File: src/rtl/cajero_pkg.sv
// Shared definitions for the ATM balance arbiter: FSM encoding, transaction
// types and default datapath widths.
package cajero_pkg;

  localparam int W_MONTO_DEF = 32;
  localparam int W_BAL_DEF   = 64;

  localparam logic [1:0] ST_IDLE = 2'b00;
  localparam logic [1:0] ST_EXEC = 2'b01;
  localparam logic [1:0] ST_RESP = 2'b10;

  localparam logic DEPOSITO = 1'b0;
  localparam logic RETIRO   = 1'b1;

  typedef struct packed {
    logic ok;
    logic fondos_insuf;
  } resultado_t;

endpackage

File: src/rtl/arbitro_balance_rr_selector.sv
// Combinational round-robin pick: first set request at or after the pointer,
// wrapping modulo N_TERM.
module rr_selector #(
  parameter int N_TERM = 4,
  parameter int W_IDX  = $clog2(N_TERM)
) (
  input  logic [N_TERM-1:0] i_req,
  input  logic [W_IDX-1:0]  i_ptr,
  output logic [W_IDX-1:0]  o_sel,
  output logic              o_valid
);

  logic [W_IDX:0] w_idx;

  // Scan from farthest to nearest so the nearest set bit wins the last write.
  always_comb begin
    o_sel   = '0;
    o_valid = 1'b0;
    w_idx   = '0;
    for (int k = N_TERM - 1; k >= 0; k--) begin
      w_idx = {1'b0, i_ptr} + (W_IDX + 1)'(k);
      if (w_idx >= (W_IDX + 1)'(N_TERM)) begin
        w_idx = w_idx - (W_IDX + 1)'(N_TERM);
      end
      if (i_req[w_idx[W_IDX-1:0]]) begin
        o_sel   = w_idx[W_IDX-1:0];
        o_valid = 1'b1;
      end
    end
  end

endmodule

File: src/rtl/arbitro_balance.sv
// Round-robin arbiter sharing one account balance and its add/subtract
// datapath between N_TERM terminals; IDLE -> EXEC -> RESP per transaction.
module arbitro_balance
  import cajero_pkg::*;
#(
  parameter int N_TERM  = 4,
  parameter int W_MONTO = W_MONTO_DEF,
  parameter int W_BAL   = W_BAL_DEF
) (
  input  logic                        CLK,
  input  logic                        Reset,
  input  logic                        Carga,
  input  logic [W_BAL-1:0]            Carga_valor,
  input  logic [N_TERM-1:0]           Req,
  input  logic [N_TERM-1:0]           Tipo_trans,
  input  logic [N_TERM*W_MONTO-1:0]   Monto,
  output logic [N_TERM-1:0]           Gnt,
  output logic [N_TERM-1:0]           Done,
  output logic                        Ok,
  output logic                        Fondos_insuficientes,
  output logic [W_BAL-1:0]            Balance,
  output logic                        Ocupado,
  output logic [1:0]                  o_estado
);

  // Handshake: Req is a level held by the terminal until its Done pulse; the
  // request is captured once in IDLE, Gnt marks the EXEC cycle and Done the
  // RESP cycle, and Ok/Fondos_insuficientes are meaningful only with Done.

  localparam int W_IDX = $clog2(N_TERM);

  logic [1:0]          r_state;
  logic [W_IDX-1:0]    r_ptr;
  logic [W_IDX-1:0]    r_sel;
  logic                r_tipo;
  logic [W_MONTO-1:0]  r_monto;
  logic [W_BAL-1:0]    r_balance;
  logic [N_TERM-1:0]   r_gnt;
  logic [N_TERM-1:0]   r_done;
  logic                r_ok;
  logic                r_fi;

  logic [W_IDX-1:0]    w_pick;
  logic                w_pick_valid;
  logic [W_IDX-1:0]    w_ptr_next;
  logic [W_BAL-1:0]    w_monto_ext;
  logic [W_BAL:0]      w_suma;
  logic [W_BAL-1:0]    w_nuevo;
  resultado_t          w_res;

  rr_selector #(
    .N_TERM (N_TERM),
    .W_IDX  (W_IDX)
  ) u_rr_selector (
    .i_req   (Req),
    .i_ptr   (r_ptr),
    .o_sel   (w_pick),
    .o_valid (w_pick_valid)
  );

  assign w_ptr_next  = (w_pick == W_IDX'(N_TERM - 1)) ? '0 : w_pick + 1'b1;
  assign w_monto_ext = W_BAL'(r_monto);
  // One extra bit so a deposit that would wrap the balance is detectable.
  assign w_suma      = {1'b0, r_balance} + {1'b0, w_monto_ext};

  always_comb begin
    w_res   = '0;
    w_nuevo = r_balance;
    if (r_tipo == DEPOSITO) begin
      if (!w_suma[W_BAL]) begin
        w_res.ok = 1'b1;
        w_nuevo  = w_suma[W_BAL-1:0];
      end
    end else if (w_monto_ext <= r_balance) begin
      w_res.ok = 1'b1;
      w_nuevo  = r_balance - w_monto_ext;
    end else begin
      w_res.fondos_insuf = 1'b1;
    end
  end

  always_ff @(posedge CLK) begin
    if (Reset) begin
      r_state   <= ST_IDLE;
      r_ptr     <= '0;
      r_sel     <= '0;
      r_tipo    <= DEPOSITO;
      r_monto   <= '0;
      r_balance <= '0;
      r_gnt     <= '0;
      r_done    <= '0;
      r_ok      <= 1'b0;
      r_fi      <= 1'b0;
    end else begin
      case (r_state)
        ST_IDLE: begin
          // An administrative load pre-empts arbitration for this cycle.
          if (Carga) begin
            r_balance <= Carga_valor;
          end else if (w_pick_valid) begin
            r_sel   <= w_pick;
            r_tipo  <= Tipo_trans[w_pick];
            r_monto <= Monto[w_pick*W_MONTO +: W_MONTO];
            r_ptr   <= w_ptr_next;
            r_gnt   <= N_TERM'(1'b1) << w_pick;
            r_state <= ST_EXEC;
          end
        end
        ST_EXEC: begin
          r_gnt     <= '0;
          r_done    <= N_TERM'(1'b1) << r_sel;
          r_ok      <= w_res.ok;
          r_fi      <= w_res.fondos_insuf;
          r_balance <= w_nuevo;
          r_state   <= ST_RESP;
        end
        ST_RESP: begin
          r_done  <= '0;
          r_ok    <= 1'b0;
          r_fi    <= 1'b0;
          r_state <= ST_IDLE;
        end
        default: begin
          r_gnt   <= '0;
          r_done  <= '0;
          r_ok    <= 1'b0;
          r_fi    <= 1'b0;
          r_state <= ST_IDLE;
        end
      endcase
    end
  end

  assign Gnt                  = r_gnt;
  assign Done                 = r_done;
  assign Ok                   = r_ok;
  assign Fondos_insuficientes = r_fi;
  assign Balance              = r_balance;
  assign Ocupado              = (r_state != ST_IDLE);
  assign o_estado             = r_state;

endmodule

File: config.mk
export PLATFORM = sky130hd
export DESIGN_NAME = arbitro_balance
export DESIGN_NICKNAME = d
export VERILOG_FILES = /design/src/rtl/cajero_pkg.sv /design/src/rtl/arbitro_balance_rr_selector.sv /design/src/rtl/arbitro_balance.sv
export SDC_FILE = /design/constraint.sdc
export NUM_CORES = 1
export LEC_CHECK = 0
export CAP_MARGIN = 10
export CORE_ASPECT_RATIO = 0.7
export CORE_UTILIZATION = 45
export CTS_CLUSTER_DIAMETER = 60
export DETAILED_ROUTE_END_ITERATION = 10
export PLACE_DENSITY_LB_ADDON = 0.1
export SYNTH_ARGS = -nofsm -noshare
export SYNTH_HDL_FRONTEND = slang
export SYNTH_SLANG_ARGS = --single-unit
File: constraint.sdc
create_clock -name CLK -period 7.9 [get_ports CLK]
set_clock_uncertainty 0.15 [all_clocks]
set_input_delay 1.58 -clock CLK [delete_from_list [all_inputs] [get_ports CLK]]
set_output_delay 1.58 -clock CLK [all_outputs]
set_load 0.01 [all_outputs]
==> results.md <==
- Unique masters post-synth: 83
- Fin nets: 2119
- Multi-input logic area: 8150 um2
- Post-CTS setup buffer count: 0
- Slew @ Worst Pin: 1.280 ns
- Global route total overflow: 0
- Placed cell areas: 14070 um2
- Detailed Route WL: 50.85 mm
- Clock Latency Late Sink: 0.44 ns
- Fin cells: 2186
- Clk sink count: 113
- Synth Flop Type: dfxtp_1
- Die width: 191.0 um
- Iteration-0 DRC Markers: 1712
- CTS clk-pin slew, worst paths: 0.06 ns
- Ranking of synthesized cells by area: dfxtp_1 20%, nand2_1 8.2%, ha_1 7.6%
- Register area share after synthesis: 20.10%
- Wire per inst: 23.26 um
- Post-synth top cells: 246 x nand2_1, 167 x a21oi_1, 147 x nor2_1
- Switching Fraction: 43.84%
- Pwr dens: 186.0 nW/um2
- CTS Buf Count: 17
- Die Span Y: 134.3 um
- CTS tree: built
- Crit share post-route: 65.93%
- Boundary pin count: 280
- Final HPWL DP: 38.69 mm
- Total GRT Usage: 38.76%
- Max-cap violations: 0
- CP Class: flip-flop to flip-flop
- Antenna Nets Post-Route: 0
- Clock power frac: 28.3%
- Static Leak: 5.694 nW
- Max Clock Freq: 192.0 MHz
- Final Max Slew Viols: 0
- Syn avg cell area: 6.804 um2
- Routed vias/inst: 6.428
- Cell count after synthesis: 1654
- Routability cong.: 1.020
- CTS HTree Levels: 4
- Final setup vio count: 0
- 1st-pass router iterations: 5
- Syn nets: 1927
- Logic pwr share: 45.7%
- Layout cells sized above 1: 4.088%
- Sequential Area: 2263 um2
- Largest net degree at the start of global routing: 81
- FILL cells: 2381
- Number of synthesized flops with an enable pin: 0
- Critical Path AT: 5.40 ns
- Placed cell count: 2151
- Initial Util: 45.71%
- Post-synth top area share: 20.10%
- Die area: 25660 um2
- Max IR drop VDD: 167.8 uV
- Root Driver: clkbuf_16
- Ys Warns: 0
- Biggest area consumer among synthesized cells: dfxtp_1
- Port Buffers: 279
- Vias in the first global route: 12640
- CP Launch Type: flip-flop
- DR DRC count: 0
- Clock Path Buffers: 2
- Worst slew margin: 14.11%
- P&R area growth vs syn: 30.18%
- Global-route wire length before repair: 75.33 mm
- Sequential Power Share: 26.1%
- Internal power: 1.530 mW
- Flops & latches, synth: 113
- Setup TNS: 0 ns
- Status: complete, no violations
- R2R setup slack: 2.69 ns
- Post-CTS Resized: 0
- Final min period: 5.208 ns
- Final instance area: 14650 um2
- Worst r2r path cells: 11
- Mapped Area: 11250 um2
- Area of the core: 24620 um2
- Core Rows: 48
- Worst Hold Depth: 2
- Most common cell in the netlist: nand2_1
- Initial antenna violation count: 1
- Final Hold Viols: 0
- Post-CTS Hold Buffers: 0
- Worst Hold Class: flip-flop to flip-flop
- Async S/R FF share, synth: 0%
- Vias: 14050
- Crit Path Max Fanout: 23
- Critical Path End Type: flip-flop
- RSZ-0062 raised after global routing: no
- Worst Path Required: 8.09 ns
- Switching pwr: 1.195 mW
-- flip-flops by register name, indices dropped and copies added, names as in the netlist --
name / count
Balance: 64
r_monto: 32
Done: 4
Gnt: 4
o_estado: 2
r_ptr: 2
r_sel: 2
Fondos_insuficientes: 1
Ok: 1
r_tipo: 1
-- path summary, 6_finish.rpt --
check         startpoint          end
max          r_monto[31]  Balance[26]
max reg2reg  r_monto[31]  Balance[26]
min reg2reg      Done[3]      Done[3]
min              Done[3]      Done[3]
-- cell usage in the layout, fill, tap and decap left out, drive strengths merged, types with 20 or more instances in the layout --
master	n
a31oi	26
and3	45
nor4	25
xnor2	22
a311oi	36
dfxtp	113
nor3	35
a211oi	20
clkdlybuf4s50	278
nand4	37
ha	68
nand2	246
o21ai	68
inv	91
nor2	147
o211ai	23
a21oi	167
nand3	58
-- power by group through the flow --
stage	registers, mW	clock network (mW)	logic, mW
global route	0.717	0.794	1.33
finish	0.710	0.771	1.24
floorplan	0.695	0	0.756
CTS	0.705	0.765	1.20
global placement	0.714	0	1.19
detailed placement	0.718	0	1.19
-- cells by family after synthesis --
group,after synthesis,share of synthesized area [%]
AOI/OAI and AO/OA,522,31.17
xor gates and xnor gates,27,2.101
muxes,15,1.334
and+or+nand+nor,694,29.67
buffers and inverters,213,7.704
DFF,113,20.10
adders and majority gates,70,7.916
-- through the flow --
| stage | setup slack (ns) | hold slack [ns] | power, mW | util (%) |
|---|---|---|---|---|
| floorplan | 4.083 | 0.3318 | 1.451 | - |
| global placement | 2.253 | 0.3118 | 1.908 | 57.12 |
| detailed placement | 2.154 | 0.3117 | 1.908 | 57.12 |
| CTS | 2.573 | 0.3273 | 2.669 | 59.40 |
| global route | 2.580 | 0.3461 | 2.838 | 59.49 |
| finish | 2.692 | 0.3296 | 2.725 | 59.50 |
-- worst max-delay path: stages, from the launching register on --
cell	delay [ns]
dfxtp_1	0.40
inv_1	0.08
ha_1	0.52
nand2_1	0.25
nor2_1	0.30
nand4_1	0.13
nor4_1	0.62
a211oi_2	0.25
a211oi_2	0.39
or2_1	0.95
nand2_1	0.68
o31ai_1	0.39
-- per-layer routing --
layer | vias to the layer above | GRT usage, % | share of wire, %
met5 | - | 0 | 0
met4 | 0 | 9.422 | 1.8
met3 | 60 | 16.69 | 16
met2 | 940 | 52.56 | 39
met1 | 6603 | 55.04 | 44
li1 | 6448 | - | -
-- cell type report --
type | count | share of cell area [%]
multi-input combinational | 1328 | 55.63
timing repair buffer | 296 | 19.98
sequential | 113 | 15.45
clock buffer | 18 | 2.929
tap | 325 | 2.775
inverter | 90 | 2.306
clock inverter | 14 | 0.8967
antenna | 2 | 0.03416
Power figures use the tool's default switching activity.
